$ cat src/rtl/pipe_pkg.sv
`default_nettype none
// ============================================================================
// Module      : pipe_pkg
// Description : Shared types and constants for the EXE/MEM/WB pipeline back end.
// Revision    : 1.0 - initial release
// ============================================================================
package pipe_pkg;

    localparam int         DATA_W   = 32;
    localparam logic [4:0] REG_ZERO = 5'd0;

    typedef enum logic [1:0] {
        ST_IDLE = 2'd0,
        ST_WAIT = 2'd1,
        ST_DONE = 2'd2
    } mem_state_e;

    typedef struct packed {
        logic       wreg;
        logic       m2reg;
        logic       wmem;
        logic [4:0] rn;
    } ctl_t;

    function automatic logic is_access(input ctl_t c);
        return c.m2reg | c.wmem;
    endfunction

endpackage
`default_nettype wire

$ cat src/rtl/pipe_ewb_if.sv
`default_nettype none
// ============================================================================
// Module      : pipe_ewb_if
// Description : Data-memory request/ready bus between the pipeline and memory.
// Revision    : 1.0 - initial release
// ============================================================================
interface pipe_ewb_if;
    import pipe_pkg::*;

    logic              mem_req;
    logic              mem_we;
    logic [DATA_W-1:0] mem_addr;
    logic [DATA_W-1:0] mem_wdata;
    logic [DATA_W-1:0] mem_rdata;
    logic              mem_ready;
    logic              mem_err;

    modport master (
        output mem_req, mem_we, mem_addr, mem_wdata, mem_err,
        input  mem_rdata, mem_ready
    );

    modport slave (
        input  mem_req, mem_we, mem_addr, mem_wdata, mem_err,
        output mem_rdata, mem_ready
    );

endinterface
`default_nettype wire

$ cat src/rtl/pipe_memctl.sv
`default_nettype none
// ============================================================================
// Module      : pipe_memctl
// Description : MEM-stage access sequencer: wait counting, timeout and stall.
// Revision    : 1.0 - initial release
// ============================================================================
module pipe_memctl
    import pipe_pkg::*;
#(
    parameter int MAX_WAIT = 15
) (
    input  wire logic              clock,
    input  wire logic              resetn,
    input  wire logic              access_i,
    input  wire logic              mem_ready_i,
    input  wire logic [DATA_W-1:0] mem_rdata_i,
    output logic                   mem_req_o,
    output logic                   mstall_o,
    output logic                   mem_err_o,
    output logic [DATA_W-1:0]      mmo_o
);

    localparam int CNT_W = $clog2(MAX_WAIT + 1);

    mem_state_e       state_q;
    logic [CNT_W-1:0] cnt_q;
    logic             err_q;

    // A timed-out access gets one forced completion cycle with no request and zero data.
    assign mem_req_o = access_i && (state_q != ST_DONE);
    assign mstall_o  = mem_req_o && !mem_ready_i;
    assign mmo_o     = (mem_ready_i && (state_q != ST_DONE)) ? mem_rdata_i : '0;
    assign mem_err_o = err_q;

    always_ff @(posedge clock or negedge resetn) begin
        if (!resetn) begin
            state_q <= ST_IDLE;
            cnt_q   <= '0;
            err_q   <= 1'b0;
        end else begin
            err_q <= 1'b0;
            case (state_q)
                ST_IDLE: begin
                    if (mem_req_o && !mem_ready_i) begin
                        state_q <= ST_WAIT;
                        cnt_q   <= CNT_W'(1);
                    end
                end
                ST_WAIT: begin
                    if (mem_ready_i) begin
                        state_q <= ST_IDLE;
                        cnt_q   <= '0;
                    end else if (cnt_q == CNT_W'(MAX_WAIT)) begin
                        state_q <= ST_DONE;
                        cnt_q   <= '0;
                        err_q   <= 1'b1;
                    end else begin
                        cnt_q <= cnt_q + CNT_W'(1);
                    end
                end
                ST_DONE: begin
                    state_q <= ST_IDLE;
                end
                default: begin
                    state_q <= ST_IDLE;
                    cnt_q   <= '0;
                end
            endcase
        end
    end

endmodule
`default_nettype wire

$ cat src/rtl/pipe_ewb.sv
`default_nettype none
// ============================================================================
// Module      : pipe_ewb
// Description : EXE/MEM/WB pipeline registers and data-memory handshake.
// Revision    : 1.0 - initial release
// ============================================================================
module pipe_ewb
    import pipe_pkg::*;
#(
    parameter int MAX_WAIT = 15
) (
    input  wire logic              clock,
    input  wire logic              resetn,
    input  wire logic              wpcir,
    input  wire logic              dwreg,
    input  wire logic              dm2reg,
    input  wire logic              dwmem,
    input  wire logic [4:0]        drn,
    input  wire logic [DATA_W-1:0] db,
    input  wire logic [DATA_W-1:0] ealu,
    output logic                   ewreg,
    output logic                   em2reg,
    output logic                   ewmem,
    output logic [4:0]             ern,
    output logic                   mwreg,
    output logic                   mm2reg,
    output logic                   mwmem,
    output logic [4:0]             mrn,
    output logic [DATA_W-1:0]      malu,
    output logic [DATA_W-1:0]      mmo,
    output logic                   mstall,
    output logic                   wwreg,
    output logic [4:0]             wrn,
    output logic [DATA_W-1:0]      wdi,
    pipe_ewb_if.master             mem
);

    ctl_t              exe_q, exe_d;
    ctl_t              mem_q, mem_d;
    logic [DATA_W-1:0] eb_q, eb_d;
    logic [DATA_W-1:0] malu_q, malu_d;
    logic [DATA_W-1:0] mb_q, mb_d;
    logic              wwreg_q, wwreg_d;
    logic              wm2reg_q, wm2reg_d;
    logic [4:0]        wrn_q, wrn_d;
    logic [DATA_W-1:0] walu_q, walu_d;
    logic [DATA_W-1:0] wmo_q, wmo_d;
    logic              mem_req;
    logic              mem_err;

    pipe_memctl #(
        .MAX_WAIT (MAX_WAIT)
    ) u_memctl (
        .clock       (clock),
        .resetn      (resetn),
        .access_i    (is_access(mem_q)),
        .mem_ready_i (mem.mem_ready),
        .mem_rdata_i (mem.mem_rdata),
        .mem_req_o   (mem_req),
        .mstall_o    (mstall),
        .mem_err_o   (mem_err),
        .mmo_o       (mmo)
    );

    always_comb begin
        exe_d  = exe_q;
        eb_d   = eb_q;
        mem_d  = mem_q;
        malu_d = malu_q;
        mb_d   = mb_q;
        // A memory stall outranks a load-use bubble: EXE and MEM simply hold.
        if (!mstall) begin
            if (wpcir) begin
                exe_d.wreg  = dwreg && (drn != REG_ZERO);
                exe_d.m2reg = dm2reg;
                exe_d.wmem  = dwmem;
                exe_d.rn    = drn;
                eb_d        = db;
            end else begin
                exe_d = '0;
                eb_d  = '0;
            end
            mem_d  = exe_q;
            malu_d = ealu;
            mb_d   = eb_q;
        end
        wwreg_d  = mem_q.wreg && !mstall;
        wm2reg_d = mem_q.m2reg;
        wrn_d    = mem_q.rn;
        walu_d   = malu_q;
        wmo_d    = mmo;
    end

    always_ff @(posedge clock or negedge resetn) begin
        if (!resetn) begin
            exe_q    <= '0;
            eb_q     <= '0;
            mem_q    <= '0;
            malu_q   <= '0;
            mb_q     <= '0;
            wwreg_q  <= 1'b0;
            wm2reg_q <= 1'b0;
            wrn_q    <= '0;
            walu_q   <= '0;
            wmo_q    <= '0;
        end else begin
            exe_q    <= exe_d;
            eb_q     <= eb_d;
            mem_q    <= mem_d;
            malu_q   <= malu_d;
            mb_q     <= mb_d;
            wwreg_q  <= wwreg_d;
            wm2reg_q <= wm2reg_d;
            wrn_q    <= wrn_d;
            walu_q   <= walu_d;
            wmo_q    <= wmo_d;
        end
    end

    assign ewreg  = exe_q.wreg;
    assign em2reg = exe_q.m2reg;
    assign ewmem  = exe_q.wmem;
    assign ern    = exe_q.rn;
    assign mwreg  = mem_q.wreg;
    assign mm2reg = mem_q.m2reg;
    assign mwmem  = mem_q.wmem;
    assign mrn    = mem_q.rn;
    assign malu   = malu_q;
    assign wwreg  = wwreg_q;
    assign wrn    = wrn_q;
    assign wdi    = wm2reg_q ? wmo_q : walu_q;

    assign mem.mem_req   = mem_req;
    assign mem.mem_we    = mem_q.wmem;
    assign mem.mem_addr  = malu_q;
    assign mem.mem_wdata = mb_q;
    assign mem.mem_err   = mem_err;

endmodule
`default_nettype wire

$ cat src/flat_wrapper.sv
// flat-port wrapper written by rule: the top's interface ports become plain ports
module pipe_ewb_flat import pipe_pkg::*;
#(
    parameter int MAX_WAIT = 15
)
  (clock, resetn, wpcir, dwreg, dm2reg, dwmem, drn, db, ealu, ewreg, em2reg, ewmem, ern, mwreg, mm2reg, mwmem, mrn, malu, mmo, mstall, wwreg, wrn, wdi, mem_mem_req, mem_mem_we, mem_mem_addr, mem_mem_wdata, mem_mem_err, mem_mem_rdata, mem_mem_ready);
  pipe_ewb_if mem_i ();
  input  wire logic clock;
  input  wire logic resetn;
  input  wire logic wpcir;
  input  wire logic dwreg;
  input  wire logic dm2reg;
  input  wire logic dwmem;
  input  wire logic [4:0] drn;
  input  wire logic [DATA_W-1:0] db;
  input  wire logic [DATA_W-1:0] ealu;
  output logic ewreg;
  output logic em2reg;
  output logic ewmem;
  output logic [4:0] ern;
  output logic mwreg;
  output logic mm2reg;
  output logic mwmem;
  output logic [4:0] mrn;
  output logic [DATA_W-1:0] malu;
  output logic [DATA_W-1:0] mmo;
  output logic mstall;
  output logic wwreg;
  output logic [4:0] wrn;
  output logic [DATA_W-1:0] wdi;
  output wire logic [$bits(mem_i.mem_req)-1:0] mem_mem_req;
  output wire logic [$bits(mem_i.mem_we)-1:0] mem_mem_we;
  output wire logic [$bits(mem_i.mem_addr)-1:0] mem_mem_addr;
  output wire logic [$bits(mem_i.mem_wdata)-1:0] mem_mem_wdata;
  output wire logic [$bits(mem_i.mem_err)-1:0] mem_mem_err;
  input wire logic [$bits(mem_i.mem_rdata)-1:0] mem_mem_rdata;
  input wire logic [$bits(mem_i.mem_ready)-1:0] mem_mem_ready;
  assign mem_mem_req = mem_i.mem_req;
  assign mem_mem_we = mem_i.mem_we;
  assign mem_mem_addr = mem_i.mem_addr;
  assign mem_mem_wdata = mem_i.mem_wdata;
  assign mem_mem_err = mem_i.mem_err;
  assign mem_i.mem_rdata = mem_mem_rdata;
  assign mem_i.mem_ready = mem_mem_ready;
  pipe_ewb #(.MAX_WAIT(MAX_WAIT)) u_core (.clock(clock), .resetn(resetn), .wpcir(wpcir), .dwreg(dwreg), .dm2reg(dm2reg), .dwmem(dwmem), .drn(drn), .db(db), .ealu(ealu), .ewreg(ewreg), .em2reg(em2reg), .ewmem(ewmem), .ern(ern), .mwreg(mwreg), .mm2reg(mm2reg), .mwmem(mwmem), .mrn(mrn), .malu(malu), .mmo(mmo), .mstall(mstall), .wwreg(wwreg), .wrn(wrn), .wdi(wdi), .mem(mem_i));
endmodule
$ cat config.mk
export PLATFORM = sky130hd
export DESIGN_NAME = pipe_ewb_flat
export DESIGN_NICKNAME = d
export VERILOG_FILES = /design/src/rtl/pipe_pkg.sv /design/src/rtl/pipe_ewb_if.sv /design/src/rtl/pipe_memctl.sv /design/src/rtl/pipe_ewb.sv /design/src/flat_wrapper.sv
export SDC_FILE = /design/constraint.sdc
export NUM_CORES = 1
export LEC_CHECK = 0
export BUFFER_PORTS_ARGS = -buffer_cell sky130_fd_sc_hd__buf_4
export CAP_MARGIN = 20
export CORE_ASPECT_RATIO = 1.4
export CORE_MARGIN = 5
export CORE_UTILIZATION = 48
export DETAILED_ROUTE_END_ITERATION = 8
export PLACE_DENSITY = 0.77
export SYNTH_ARGS = -nofsm -noshare
export SYNTH_HDL_FRONTEND = slang
export SYNTH_SLANG_ARGS = --single-unit
$ cat constraint.sdc
create_clock -name clock -period 2.2 [get_ports clock]
set_input_delay 0 -clock clock [delete_from_list [all_inputs] [get_ports clock]]
set_output_delay 0 -clock clock [all_outputs]
set_load 0.05 [all_outputs]
==> out/metrics.cfg, run 1 <==
[setup_path]
critical-path-top-delay-family=simple AND/OR/NAND/NOR gates
cp_cell_sequence=nor2b_2, nor2b_2, buf_4, and2_1, buf_4
critPathCaptureType=output pin
cpPeakStageDelay_ns=0.46
critPathLaunchType=flip-flop
critPathArrivalTime_ns=1.96
criticalPathCategory=flip-flop to output pin
crit_required_ns=2.20
cp.buffers_inverters=2
crit_fanout=27
cpMaxStageDelayCell=dfrtp_2

[yosys]
synth_area_sq_um=7400
syn-num-nets=640
yosys_warnings=0
yosysSeqAreaShare_pct=64.2
avgSynthCellArea_sq_um=13.9
synth_cell_types=30
synth-main-ff-cell=dfrtp_1
ys_seq_elements=190
synth-edff-count=0
syn_inst=531
async_flop_share_pct=100

[detailed_routing]
wire_per_inst_um=19.5
drcViolationCount=0
via_count=5345
drtIter0Drc=261
ant_nets=0
wl_um=21500
via_per_inst=4.85
firstDrtPassIters=5

[global_routing]
grt-ovfl-total=0
grt_usage_pct=23.7
antenna_found_initial=0
grt_max_degree=90
grt_pass1_wl_um=32800
grt_pass1_vias=5939

[die]
coreArea_sq_um=15100
start_util_pct=49.0
std_cell_rows=53
die_w_um=115
die_y_um=157
io_pins=294
die_area_sq_um=18000

[place]
routabilityCongestion=0.831
place_ws_ns=0.327
portBuffers=293
placed_area_sq_um=9560
hpwl_um=13900

[min_path]
hold_class=input pin to flip-flop

[timing]
slew_viol_final=0
hold_violations=0
worstMarginPinSlew_ns=0.610
slew_headroom_pct=59.3
rsz0062_at_grt=false
finalClockSkew_ns=0.00834
setup_ws_ns=0.240
fmax_ghz=0.510
period_share_pct=89.1
period_minus_slack_ns=1.96
final-setup-viol-count=0
tns_ns=0

[flow_run]
cap_violations=0

[cts]
cts_root_buf=clkbuf_16
cts_tree=done
clockBufferDepth=2
clkTransAtPathRegs_ns=0.07
htree_levels=4
insertion_delay_ns=0.42
cts_buffers=17
cts_sinks=190
cts_setup_buffers=0

[run_status]
outcome=completed

[power_and_ir_drop]
p_switching_mw=5.04
ir_worst_vdd_mv=0.640
p_per_area_nw_per_um2=1120
total_power_mw=12.6
seq_power_share_pct=35.6
clkPwrFrac_pct=24.0
p_sw_share_pct=39.9
power.leakage_nw=5.54
power.share.combinational_pct=40.4
p_int_mw=7.58

[cells_and_area]
diodes=0
fin_area_sq_um=11200
drive_above_1_share_pct=46.3
fin_util_pct=74.2
nets=1008
fill_cells=934
area_delta_synth_final_pct=51.5

-- logic make-up (layout without fill, tap and decap cells) --
group | after synthesis | after routing | synth area share (%)
buffers and inverters | 97 | 477 | 7.25
multiplexers | 144 | 144 | 21.2
AND/OR/NAND/NOR | 89 | 89 | 6.13
AO/OA/AOI/OAI | 9 | 9 | 0.879
flip-flops | 190 | 190 | 64.2
XOR/XNOR | 1 | 1 | 0.118
adder cells (fa/ha/maj) | 1 | 1 | 0.169
-- tightest hold or removal path, delay by kind of cell --
kind,cells,cell delay [ns]
buffers and inverters,1,0.25
and+or+nand+nor,1,0.10
muxes,1,0.05
-- Yosys cell counts (2+ instances only) --
| cell | number | area share [%] |
|---|---|---|
| dfrtp_1 | 190 | 64 |
| mux2_1 | 19 | 2.9 |
| and2_1 | 32 | 2.7 |
| clkbuf_1 | 8 | 0.41 |
| nor2b_1 | 3 | 0.25 |
| buf_4 | 37 | 3.8 |
| buf_2 | 9 | 0.61 |
| nand2_1 | 41 | 2.1 |
| nand3_1 | 2 | 0.14 |
| mux2_2 | 86 | 13 |
| o22ai_1 | 2 | 0.17 |
| mux2i_1 | 39 | 5.3 |
| buf_6 | 3 | 0.46 |
| nor2_1 | 5 | 0.25 |
| inv_1 | 40 | 2.0 |
-- final timing paths --
path / from / to / slack [ns] / cells past startpoint
setup / recovery: u_core.u_memctl.state_q[0] / mmo[30] / 0.24 / 5
hold / removal: wpcir / u_core.ern[3] / 0.03 / 3
setup reg to reg: u_core.u_memctl.state_q[0] / u_core.malu[24] / 0.30 / 4
hold reg to reg: u_core.mrn[2] / u_core.wrn[2] / 0.40 / 0
max in group asynchronous: resetn / u_core.walu_q[2] / 1.30 / 3
min in group asynchronous: resetn / u_core.walu_q[10] / 0.17 / 2
-- cell usage in the layout (no fill, tap or decap), drive strengths merged --
master       Yosys  final
xnor2            1      1
dfrtp          190    190
nor2b            4      4
nand2           41     41
buf             49    299
a41oi            1      1
nor2             5      5
and3             1      1
or3              1      1
o311a            1      1
clkinvlp         0      1
or2              1      1
and2            32     32
bufinv           0      2
nand4b           1      1
o21ai            1      1
clkinv           0      5
nand3            2      2
a32o             1      1
clkbuf           8     24
a31oi            1      1
mux2i           39     39
inv             40     41
ha               1      1
a21o             1      1
a21oi            1      1
mux2           105    105
nor3             1      1
dlygate4sd3      0    105
o22ai            2      2
-- per-stage QoR --
stage / hold slack (ns) / cells
global placement: 0.0568 / 966
floorplan: -0.296 / 531
CTS: 0.00595 / 1102
global route: 0.0452 / 1103
detailed placement: 0.0614 / 966
finish: 0.0319 / 1103
-- power by group through the flow --
| stage | combinational [mW] | sequential [mW] | clock (mW) |
|---|---|---|---|
| floorplan | 2.37 | 5.59 | 0 |
| global route | 5.30 | 4.56 | 3.25 |
| finish | 5.10 | 4.49 | 3.03 |
| detailed placement | 4.91 | 4.53 | 0 |
| global placement | 4.86 | 4.49 | 0 |
| CTS | 5.07 | 4.48 | 3.10 |
-- metal layers --
layer  wire (um)  part of all wire, %  track usage (%)  up-vias
li1            -                    -                -     2440
met1        8240                   38             28.4     2633
met2       10900                   51             40.5      244
met3        2010                  9.3             7.73       28
met4         367                  1.7             7.16        0
met5           0                    0                0        -
-- timing repair --
item / in CTS / in global routing
resized for setup: 0 / 2
setup endpoints to repair: 0 / 4
hold endpoints to repair: 177 / 0
hold buffers: 105 / 0
-- final cells by class --
class / instances / area (sq um) / area share [%]
Multi-Input combinational cell: 244 / 2120 / 18.9
Inverter: 40 / 150 / 1.34
Timing Repair Buffer: 406 / 3360 / 30.0
Sequential cell: 190 / 4760 / 42.4
Clock buffer: 22 / 484 / 4.32
Clock inverter: 9 / 109 / 0.970
Tap cell: 192 / 240 / 2.14
-- flip-flops by register name, indices dropped and copies added (netlist names) --
register / cells
u_core.mem.mem_wdata: 32
u_core.u_memctl.cnt_q: 4
u_core.ewreg: 1
u_core.ewmem: 1
u_core.u_memctl.mem_err_o: 1
u_core.walu_q: 32
u_core.em2reg: 1
u_core.wrn: 5
u_core.mwreg: 1
u_core.mm2reg: 1
u_core.mrn: 5
u_core.mem.mem_we: 1
u_core.wmo_q: 32
u_core.u_memctl.state_q: 2
u_core.wwreg: 1
u_core.malu: 32
u_core.wm2reg_q: 1
u_core.eb_q: 32
u_core.ern: 5
(Power assumes the default switching activity.)
==> inputs of run 2 (changes only) <==
--- a/config.mk
+++ b/config.mk
@@ -5,13 +5,14 @@
 export SDC_FILE = /design/constraint.sdc
 export NUM_CORES = 1
 export LEC_CHECK = 0
+export ABC_AREA = 1
 export BUFFER_PORTS_ARGS = -buffer_cell sky130_fd_sc_hd__buf_4
 export CAP_MARGIN = 20
 export CORE_ASPECT_RATIO = 1.4
 export CORE_MARGIN = 5
-export CORE_UTILIZATION = 48
+export CORE_UTILIZATION = 52
 export DETAILED_ROUTE_END_ITERATION = 8
-export PLACE_DENSITY = 0.77
+export PLACE_DENSITY = 0.83
 export SYNTH_ARGS = -nofsm -noshare
 export SYNTH_HDL_FRONTEND = slang
 export SYNTH_SLANG_ARGS = --single-unit
==> constraint.sdc (replaced) <==
create_clock -name clock -period 2.4 [get_ports clock]
set_input_delay 0 -clock clock [delete_from_list [all_inputs] [get_ports clock]]
set_output_delay 0 -clock clock [all_outputs]
set_load 0.05 [all_outputs]
==> out/metrics.cfg, run 2 <==
[min_path]
min_to=u_core.eb_q[7]
hold_path_startpoint=wpcir
hold_class=input pin to flip-flop
hold_depth=3

[timing]
tns_ns=0
rsz0062_at_grt=false
period_minus_slack_ns=1.97
slew_headroom_pct=55.8
finalClockSkew_ns=0.00889
whs_ns=0.0604
slew_viol_final=0
hold_violations=0
worstMarginPinSlew_ns=0.663
final-setup-viol-count=0
period_share_pct=82.0
fmax_ghz=0.508

[detailed_routing]
ant_nets=0
wl_um=22800
wire_per_inst_um=17.6
drcViolationCount=0
firstDrtPassIters=5
via_count=6375
via_per_inst=4.92
drtIter0Drc=425

[die]
std_cell_rows=51
io_pins=294
coreArea_sq_um=13800
die_y_um=150
start_util_pct=52.9
die_w_um=110
die_area_sq_um=16600

[setup_path]
reg2reg_slack_ns=0.54
crit_fanout=35
critPathArrivalTime_ns=1.97
cpPeakStageDelay_ns=0.43
r2r-start=u_core.mem.mem_we
cpMaxStageDelayCell=clkinv_2
crit_required_ns=2.40
critPathCaptureType=output pin
reg2reg_depth=7
cp_cell_sequence=inv_1, nand2_1, nand3_4, clkinv_2, buf_4
cp.buffers_inverters=3
critical-path-top-delay-family=buffers and inverters
rr_endpoint=u_core.malu[25]
critPathLaunchType=flip-flop
criticalPathCategory=flip-flop to output pin

[power_and_ir_drop]
ir_worst_vdd_mv=0.744
p_per_area_nw_per_um2=1040
total_power_mw=11.6
power.leakage_nw=6.09

[yosys]
synth_area_leaders=dfrtp_1, nand2_1, mux2_2
avgSynthCellArea_sq_um=9.91
synth_cell_types=19
yosysSeqAreaShare_pct=64.9
synthTopCellsByCount=nand2_1, dfrtp_1, inv_1, buf_4, nand3_1
yosys_warnings=0
yosysMostFrequentCell=nand2_1
synth_area_sq_um=7330
synth-edff-count=0
syn_inst=739
ys_seq_elements=190
async_flop_share_pct=100
synth_top_area_share_pct=64.9
yosysTopAreaCell=dfrtp_1
syn-num-nets=848
synth-main-ff-cell=dfrtp_1

[global_routing]
grt_usage_pct=27.5
antenna_found_initial=0
grt_max_degree=115
grt_pass1_vias=6611
grt-ovfl-total=0
grt_pass1_wl_um=34600

[cts]
ctsResizeCount=0
cts_buffers=17
htree_levels=4
clockBufferDepth=2
clkTransAtPathRegs_ns=0.07
cts_sinks=190
cts_setup_buffers=0
cts_tree=done
hold_buffers=107
insertion_delay_ns=0.42
cts_root_buf=clkbuf_16

[flow_run]
cap_violations=0

[cells_and_area]
final_cell_count_no_fill=1296
nets=1207
area_delta_synth_final_pct=51.9
final_common_cell=nand2_1
fin_area_sq_um=11100
diodes=0
final_cell_mix=nand2_1, buf_4, dfrtp_1
drive_above_1_share_pct=33.1
fill_cells=768

[place]
dp_cells=1157
portBuffers=293
hpwl_um=13400
placed_area_sq_um=9450
routabilityCongestion=0.857

[run_status]
outcome=completed

run 2: cell types whose count changed in the layout (fill, tap and decap cells not counted), sizes merged, moves of 6 or more:
cell,previous run,this run
and2,32,0
clkbuf,24,18
inv,41,54
mux2,105,32
mux2i,39,0
nand2,41,312
nand3,2,43
nor2,5,37
run 2: worst max path at each step:
stage | startpoint | endpoint | cells past startpoint
after floorplan | u_core.u_memctl.state_q[0] | u_core.wmo_q[10] | 5
after global placement | u_core.mm2reg | u_core.eb_q[7] | 7
after detailed placement | u_core.mm2reg | u_core.eb_q[10] | 7
after CTS | u_core.mm2reg | mstall | 5
after global routing | u_core.mm2reg | mstall | 5
final | u_core.mem.mem_we | mstall | 5
run 2: area by class of cell:
class / instances / area [sq um] / share of cell area, %
clock buffers: 17 / 425 / 3.82
clock inverters: 15 / 190 / 1.71
inverters: 46 / 174 / 1.56
multi-input cells: 435 / 1970 / 17.7
flip-flops and latches: 190 / 4750 / 42.7
well taps: 185 / 231 / 2.08
repair buffers: 408 / 3390 / 30.4
run 2: report_power, final:
part | internal [mW] | switching [mW]
Combinational | 1.35 | 3.20
Sequential | 3.73 | 0.392
Clock | 1.60 | 1.31
Total | 6.68 | 4.91
run 2: logic make-up (layout without fill, tap and decap cells):
| kind of cell | after synthesis | in the layout | share of synthesized area (%) |
|---|---|---|---|
| flops | 190 | 190 | 64.9 |
| compound gates | 5 | 5 | 0.359 |
| buf+inv | 114 | 486 | 8.32 |
| fa+ha+maj | 1 | 1 | 0.171 |
| simple gates | 397 | 397 | 21.3 |
| mux | 32 | 32 | 4.92 |
run 2: metal layers:
| layer | GRT usage, % | wire length [um] | vias to the layer above |
|---|---|---|---|
| li1 | - | - | 2954 |
| met1 | 31.3 | 8040 | 3079 |
| met2 | 48.7 | 12300 | 283 |
| met3 | 6.69 | 1720 | 59 |
| met4 | 11.6 | 745 | 0 |
| met5 | 0 | 0 | - |
run 2: worst reg2reg max path, stage by stage (launching register included):
cell and delay [ns]:
dfrtp_1 0.40, inv_1 0.07, nand2_1 0.13, nand3_4 0.11, clkinv_2 0.43, buf_4 0.42
nand2_1 0.12, nand2_1 0.06
run 2: stage by stage:
step                      setup slack, ns  utilization (%)
after global placement              0.636             68.2
after detailed placement            0.579             68.2
final                               0.431             80.4
after global routing                0.306             80.4
after CTS                           0.414             80.4
after floorplan                     0.748                -
